==> src/rtl/io_bus_pkg.sv <==
// Shared definitions for the MMIO window: sequencer state encoding,
// window geometry and the fixed peripheral index map.
package io_bus_pkg;

  typedef enum logic [1:0] {
    ST_IDLE = 2'd0,
    ST_WAIT = 2'd1,
    ST_DONE = 2'd2,
    ST_ERR  = 2'd3
  } io_state_e;

  localparam logic [21:0] IO_BASE_HIGH  = 22'h3FFFFF;
  localparam int          DEV_WIN_BYTES = 16;
  localparam int          OFS_W         = $clog2(DEV_WIN_BYTES);
  localparam logic [31:0] ERR_RDATA     = 32'h0000_0000;

  localparam int DEV_SWITCH = 0;
  localparam int DEV_LED    = 1;
  localparam int DEV_SEG    = 2;
  localparam int DEV_KEY    = 3;

endpackage

==> src/rtl/mmio_addr_decode.sv <==
// Splits the low address into a device window index and an in-window offset,
// and flags indices beyond the populated peripherals as unmapped.
module mmio_addr_decode
  import io_bus_pkg::*;
#(
  parameter int NUM_DEV = 4,
  parameter int ADDR_W  = 10
) (
  input  logic [ADDR_W-1:0]       addr_low,
  output logic [ADDR_W-OFS_W-1:0] idx,
  output logic [OFS_W-1:0]        offset,
  output logic [NUM_DEV-1:0]      onehot,
  output logic                    mapped
);

  localparam int IDX_W = ADDR_W - OFS_W;

  assign idx    = addr_low[ADDR_W-1:OFS_W];
  assign offset = addr_low[OFS_W-1:0];
  assign mapped = (idx < IDX_W'(NUM_DEV));

  // An unmapped index naturally yields an all-zero select.
  for (genvar gi = 0; gi < NUM_DEV; gi++) begin : g_onehot
    assign onehot[gi] = (idx == IDX_W'(gi));
  end

endmodule

==> src/rtl/mmio_access_sequencer.sv <==
// Stalls the single-cycle core while one MMIO access runs a req/ack handshake
// with the addressed peripheral, returning load data or a bus error.
module mmio_access_sequencer
  import io_bus_pkg::*;
#(
  parameter int NUM_DEV     = 4,
  parameter int ADDR_W      = 10,
  parameter int TIMEOUT_CYC = 16
) (
  input  logic                  clock,
  input  logic                  rst_n,
  input  logic                  io_read,
  input  logic                  io_write,
  input  logic [ADDR_W-1:0]     addr_low,
  input  logic [31:0]           wdata,
  output logic                  cpu_stall,
  output logic [31:0]           rdata,
  output logic                  rdata_valid,
  output logic                  bus_error,
  output logic [NUM_DEV-1:0]    dev_sel,
  output logic                  dev_req,
  output logic                  dev_we,
  output logic [3:0]            dev_addr,
  output logic [31:0]           dev_wdata,
  input  logic [NUM_DEV-1:0]    dev_ack,
  input  logic [NUM_DEV*32-1:0] dev_rdata
);

  localparam int IDX_W = ADDR_W - OFS_W;
  localparam int CNT_W = $clog2(TIMEOUT_CYC);

  io_state_e          state_q, state_d;
  logic [IDX_W-1:0]   idx_q, idx_d;
  logic [NUM_DEV-1:0] sel_q, sel_d;
  logic [OFS_W-1:0]   ofs_q, ofs_d;
  logic [31:0]        wdata_q, wdata_d;
  logic               we_q, we_d;
  logic [31:0]        rdata_q, rdata_d;
  logic [CNT_W-1:0]   cnt_q, cnt_d;

  logic [IDX_W-1:0]   dec_idx;
  logic [OFS_W-1:0]   dec_ofs;
  logic [NUM_DEV-1:0] dec_onehot;
  logic               dec_mapped;
  logic               strobe;
  logic               ack_hit;
  logic [31:0]        rd_slice;

  mmio_addr_decode #(
    .NUM_DEV (NUM_DEV),
    .ADDR_W  (ADDR_W)
  ) u_decode (
    .addr_low (addr_low),
    .idx      (dec_idx),
    .offset   (dec_ofs),
    .onehot   (dec_onehot),
    .mapped   (dec_mapped)
  );

  assign strobe  = io_read | io_write;
  // Acks from peripherals other than the one being addressed are ignored.
  assign ack_hit = |(dev_ack & sel_q);

  always_comb begin
    rd_slice = '0;
    for (int i = 0; i < NUM_DEV; i++) begin
      if (idx_q == IDX_W'(i)) rd_slice = dev_rdata[32*i +: 32];
    end
  end

  always_ff @(posedge clock or negedge rst_n) begin
    if (!rst_n) begin
      state_q <= ST_IDLE;
      idx_q   <= '0;
      sel_q   <= '0;
      ofs_q   <= '0;
      wdata_q <= '0;
      we_q    <= 1'b0;
      rdata_q <= '0;
      cnt_q   <= '0;
    end else begin
      state_q <= state_d;
      idx_q   <= idx_d;
      sel_q   <= sel_d;
      ofs_q   <= ofs_d;
      wdata_q <= wdata_d;
      we_q    <= we_d;
      rdata_q <= rdata_d;
      cnt_q   <= cnt_d;
    end
  end

  always_comb begin
    state_d = state_q;
    idx_d   = idx_q;
    sel_d   = sel_q;
    ofs_d   = ofs_q;
    wdata_d = wdata_q;
    we_d    = we_q;
    rdata_d = rdata_q;
    cnt_d   = cnt_q;
    unique case (state_q)
      ST_IDLE: begin
        if (strobe) begin
          idx_d   = dec_idx;
          sel_d   = dec_onehot;
          ofs_d   = dec_ofs;
          wdata_d = wdata;
          we_d    = io_write;
          cnt_d   = '0;
          state_d = dec_mapped ? ST_WAIT : ST_ERR;
        end
      end
      ST_WAIT: begin
        // Ack takes priority over an expiring count in the same cycle.
        if (ack_hit) begin
          rdata_d = we_q ? 32'h0 : rd_slice;
          state_d = ST_DONE;
        end else if (cnt_q == CNT_W'(TIMEOUT_CYC - 1)) begin
          state_d = ST_ERR;
        end else begin
          cnt_d = cnt_q + CNT_W'(1);
        end
      end
      // The strobe still high here belongs to the retiring instruction.
      ST_DONE: state_d = ST_IDLE;
      ST_ERR:  state_d = ST_IDLE;
      default: state_d = ST_IDLE;
    endcase
  end

  always_comb begin
    cpu_stall   = 1'b0;
    rdata       = '0;
    rdata_valid = 1'b0;
    bus_error   = 1'b0;
    dev_sel     = '0;
    dev_req     = 1'b0;
    dev_we      = 1'b0;
    dev_addr    = '0;
    dev_wdata   = '0;
    unique case (state_q)
      ST_IDLE: cpu_stall = strobe & rst_n;
      ST_WAIT: begin
        cpu_stall = 1'b1;
        dev_req   = 1'b1;
        dev_sel   = sel_q;
        dev_we    = we_q;
        dev_addr  = 4'(ofs_q);
        dev_wdata = wdata_q;
      end
      ST_DONE: begin
        rdata       = rdata_q;
        rdata_valid = ~we_q;
      end
      ST_ERR: begin
        rdata       = ERR_RDATA;
        rdata_valid = ~we_q;
        bus_error   = 1'b1;
      end
      default: ;
    endcase
  end

endmodule
==> config.mk <==
export PLATFORM = sky130hd
export DESIGN_NAME = mmio_access_sequencer
export DESIGN_NICKNAME = d
export VERILOG_FILES = /design/src/rtl/io_bus_pkg.sv /design/src/rtl/mmio_addr_decode.sv /design/src/rtl/mmio_access_sequencer.sv
export SDC_FILE = /design/constraint.sdc
export NUM_CORES = 1
export LEC_CHECK = 0
export CAP_MARGIN = 20
export CORE_AREA = 4 4 155 82
export CTS_CLUSTER_DIAMETER = 100
export DETAILED_ROUTE_END_ITERATION = 10
export DIE_AREA = 0 0 159 86
export HOLD_SLACK_MARGIN = 0.12
export PLACE_DENSITY = 0.92
export REMOVE_ABC_BUFFERS = 1
export SKIP_CTS_REPAIR_TIMING = 1
export SLEW_MARGIN = 0
export SYNTH_ARGS = -nofsm -noshare
export SYNTH_HDL_FRONTEND = slang
export SYNTH_SLANG_ARGS = --single-unit
==> constraint.sdc <==
create_clock -name clock -period 3 [get_ports clock]
set_input_delay 0.6 -clock clock [delete_from_list [all_inputs] [get_ports clock]]
set_output_delay 0.6 -clock clock [all_outputs]
set_load 0.1 [all_outputs]
## Word level (Yosys, flattened, before mapping)

Index checks and enable logic that the tools add are counted.

| word-level totals | value |
|---|---|
| flip-flop bits (word level) | 85 |
| input bits | 178 |
| output and inout port bits | 77 |
| word-level logic and storage cells | 61 |

| operators by class | value |
|---|---|
| add/sub/neg operators | 1 |
| $lt $le $gt $ge | 1 |
| equality and inequality tests | 14 |
| multiplexer cells | 23 |
| bitwise gates (word level) | 4 |
| reductions and logical operators | 10 |

Operator list:

| cell | count |
|---|---|
| $mux 32 | 7 |
| $eq 6x2->1 const B | 4 |
| $mux 4 | 5 |
| $eq 6x1->1 const B | 2 |
| $logic_not 6->1 | 2 |
| $mux 2 | 4 |
| $pmux 4 s2 | 1 |
| $lt 6x3->1 const B | 1 |
| $ne 2x2->1 const B | 3 |
| $pmux 2 s3 | 1 |
| $reduce_and 2->1 | 3 |
| $add 4x1->4 const B | 1 |
| $and 4x4->4 | 1 |
| $eq 2x2->1 const B | 2 |
| $eq 4x4->1 const B | 1 |
| $mux 1 | 4 |
| $reduce_and 4->1 | 1 |
| $reduce_or 4->1 | 1 |
| $ne 3x3->1 const B | 1 |
| $eq 2x1->1 const B | 1 |
| $logic_not 2->1 | 1 |
| $pmux 1 s2 | 1 |
| $reduce_bool 2->1 | 1 |
| $reduce_or 2->1 | 1 |
| other kinds (3) | 3 |

## Longest topological paths before layout

| logic depth | value |
|---|---|
| word-level depth | 6 |
| depth in mapped cells | 8 |
| mapped depth without buffers | 5 |

## By module

From an unflattened synthesis, not the netlist that was laid out.

| unflattened totals | value |
|---|---|
| cell total of the unflattened synthesis | 351 |
| area total of the unflattened synthesis | 4,643.2 sq um |

By module, submodules not included:

| module | times used | cells an instance | area each (sq um) | seq. area each (sq um) |
|---|---|---|---|---|
| mmio_access_sequencer | 1 | 335 | 4,521.8 | 2,127.0 |
| mmio_addr_decode | 1 | 16 | 121.4 | 0.0 |

## Worst setup path after synthesis

No wires, ideal clock.

| timing path | value |
|---|---|
| path type | register to output |
| start point | reg state_q[1] |
| end point | out dev_addr[0] |
| arrival time | 2,701 ps |
| required time | 2,400 ps |
| setup slack | -301 ps |
| stages on the path, launching flop included | 7 |
| path buffers | 3 |
| cells stage by stage | dfrtp_1 buf_6 nand2b_4 buf_6 inv_1 clkbuf_1 and2_1 |

| between the ends | value |
|---|---|
| longest elaborated chain between the ends | 2 |

Ends and longest elaborated chain:

| what | RTL line | source |
|---|---|---|
| from (decl) | mmio_access_sequencer.sv:32 | `io_state_e state_q, state_d;` |
| from (signal assigned) | mmio_access_sequencer.sv:82 | `state_q <= state_d;` |
| $eq 2x1->1 | mmio_access_sequencer.sv:142 | `unique case (state_q)` |
| $mux 4 | mmio_access_sequencer.sv:142 |  |
| to (decl) | mmio_access_sequencer.sv:23 | `output logic [3:0] dev_addr,` |

No other way between the ends.

## Final worst setup path

| timing path | value |
|---|---|
| start point | reg state_q[1] |
| end point | out dev_wdata[29] |

| between the ends | value |
|---|---|
| longest elaborated chain between the ends | 2 |

Ends and longest elaborated chain:

| what | RTL line | source |
|---|---|---|
| $eq 2x1->1 | mmio_access_sequencer.sv:142 |  |
| $mux 32 | mmio_access_sequencer.sv:142 |  |
| to (decl) | mmio_access_sequencer.sv:24 | `output logic [31:0] dev_wdata,` |

No other way between the ends.

==> impl_results.md <==
* Final nets at ~960
* Core Region at about 11000 sq um
* R2R cell count at 5
* Placed instance count at 917
* H-tree depth at 3
* Area grow syn2layout at 78.2%
* Grt ovf at 0
* CP Class: flip-flop to output pin
* Max VDD drop at approximately 0.0012 V
* Worst slew pin tran at around 0.67 ns
* Die width at between 150 and 200 um
* Fin Setup TNS at 0 ns
* Most frequent cells in the layout: clkdlybuf4s50_1, nand2_1, dfrtp_1, and2_1, buf_12
* Worst Path Required at 2.40 ns
* Commonest non-fill, non-tap cell in the layout: clkdlybuf4s50_1
* CTS tree: built
* Num rows at 28
* Antenna-violating nets left at 0
* Die Y at around 86 um
* Initial antenna violation count at 0
* Post-route DRC at 0
* Clock buffer depth at 2
* Synth unique cells at 34
* Mean post-synth cell area at 8.87 sq um
* Fin crit period at between 2 and 2.5 ns
* DR vias at 4817
* RSZ-0062 raised after global routing: no
* First drt pass iteration count at 5
* Gr usage total at 22.8%
* Pleak at ~3.8 nW
* Skew-Pair Late Insertion Delay at between 0.3 and 0.4 ns
* Final hold vios at 0
* PD cells at approximately 1100 nW/um^2
* DRT iter0 DRCs at 173
* Layout Cells excl Fill at 934
* Crit path max fanout at 43
* WP depth at 5
* Post-Route WL at roughly 16000 um
* Mapped Cells at around 540
* Max Cap Violations at 0
* ANT cells at 0
* Beginning of the critical path: state_q[1]
* Port Buf Inserts at 254
* Worst Path Buf+Inv at 3
* Worst path cell trace: nand2b_4 > inv_1 > buf_4 > and2_1 > buf_12
* Critical path arrival at 1.87 ns
* Final period util at 82.5%
* Slew margin rel. at a little under three fifths
* HPWL after DPL at approximately 13000 um
* FMAX at ~400 MHz
* Syn Std Cell Area at 4780 sq um
* TritonCTS buffer count at 9
* Largest net degree at the start of global routing at 57
* Placement Setup Slack at ~0.21 ns
* Wirelength per Cell at ~17 um
* Die area at between 10000 and 15000 sq um
* Crit. End Element: output pin
* R2r endpoint: cnt_q[0]
* Setup ws final at between 0.5 and 0.6 ns
* CTS clk-pin slew, worst paths at roughly 0.060 ns
* Max-slew violations at 0
* Via density at ~5.2
* Layout cells sized above 1 at around 15%
* Startpoint types: flip-flop
* Slowest stage cell, crit path: dfrtp_1
* Root buffer cell: clkbuf_16
* #FFs+latches synth at 85
* # setup viols final at 0
* Power Total at slightly above 0.009 W
* Setup crit end: dev_wdata[29]
* Hold Path Class: primary input to asynchronous set/reset pin
* Io pins at approximately 260
* Register area share after synthesis at between 40% and 50%
* Synth warn at 0
* RR Startpoint: sel_q[2]
* Initial Utilization at 41.7%
* Reg2Reg Setup Slack at ~0.9 ns
* Clk sink count at 85
* Vias in the first global route at approximately 5000
* Status: complete, no violations
* First-pass GRT wire length at 25400 um
* Fin Clk Skew at 0.0107 ns
* Max incr delay on CP at around 0.46 ns
* Top delay family on crit path: buffers and inverters
* GP Congestion at ~0.94
[where the power goes]
part | leakage (nW) | switching (W) | internal, W | total (W)
registers | 1.10 | 0.000401 | 0.00163 | 0.00203
logic | 2.50 | 0.00372 | 0.00222 | 0.00594
clock network | 0.154 | 0.000465 | 0.000699 | 0.00116
[cell families after synthesis]
family / synth area share [%]
AO/OA/AOI/OAI: 16.6
flip-flops: 44.5
buffers and inverters: 4.26
XOR/XNOR: 0.183
AND/OR/NAND/NOR: 27.1
adder cells (fa/ha/maj): 0.262
multiplexers: 7.06
[through the flow]
| step | area [sq um] | util (%) | hold WS [ns] |
|---|---|---|---|
| 6_report | 8520 | 74.4 | 0.330 |
| 2_1_floorplan | 4590 | - | 0.304 |
| 3_5_place_dp | 8190 | 71.5 | 0.455 |
| 5_1_grt | 8520 | 74.4 | 0.376 |
| 3_3_place_gp | 8190 | 71.5 | 0.448 |
| 4_1_cts | 8510 | 74.2 | 0.340 |
[cell type report]
cell class              instances  area, sq um
clock inverters                 5         66.3
fillers                       739         2940
repair buffers                269         3410
well taps                     150          188
clock buffers                  11          253
flip-flops and latches         85         2130
inverters                       2         7.51
multi-input cells             412         2470
[worst min path at each step]
| stage | startpoint | endpoint | slack [ns] |
|---|---|---|---|
| floorplan | rst_n | cnt_q[0] | 0.30 |
| global placement | wdata_q[18] | wdata_q[18] | 0.45 |
| detailed placement | wdata_q[21] | wdata_q[21] | 0.45 |
| finish | rst_n | we_q | 0.33 |
| CTS | rst_n | rdata_q[31] | 0.34 |
| global route | rst_n | cnt_q[3] | 0.38 |
[sequential cells by signal (all words and copies together), names as in the netlist]
name     cells
state_q      2
cnt_q        4
rdata_q     32
we_q         1
idx_q        6
ofs_q        4
sel_q        4
wdata_q     32
[synthesized netlist by cell type]
master | instances | area [sq um]
a211oi_1 | 28 | 210
a21o_1 | 1 | 7.51
a21oi_1 | 31 | 155
a22o_1 | 29 | 254
a22oi_1 | 2 | 15.0
a31oi_1 | 1 | 6.26
a41oi_1 | 2 | 17.5
and2_1 | 75 | 469
buf_1 | 2 | 7.51
buf_2 | 7 | 35.0
buf_6 | 5 | 56.3
clkbuf_1 | 26 | 97.6
dfrtp_1 | 85 | 2130
ha_1 | 1 | 12.5
inv_1 | 2 | 7.51
mux2_2 | 6 | 67.6
mux2i_1 | 27 | 270
nand2_1 | 138 | 518
nand2b_1 | 2 | 12.5
nand2b_4 | 1 | 13.8
nand3_1 | 4 | 20.0
nand3b_1 | 1 | 7.51
nor2_1 | 8 | 30.0
nor2b_1 | 29 | 181
nor3_1 | 1 | 5.00
nor3b_4 | 1 | 18.8
nor4_1 | 2 | 12.5
o21ai_0 | 4 | 20.0
o21ai_1 | 1 | 5.00
o22ai_1 | 7 | 43.8
o31ai_1 | 7 | 52.6
o41ai_1 | 1 | 8.76
or4_1 | 1 | 7.51
xor2_1 | 1 | 8.76
[routing by layer]
metal	share of wire (%)	wire length [um]	GRT usage [%]
met5	0	0	0
met4	1.6	259	5.83
met3	8.2	1310	7.35
met2	50	7980	40.0
met1	40	6480	27.6
Note: power is estimated with default switching activity, not from simulation.
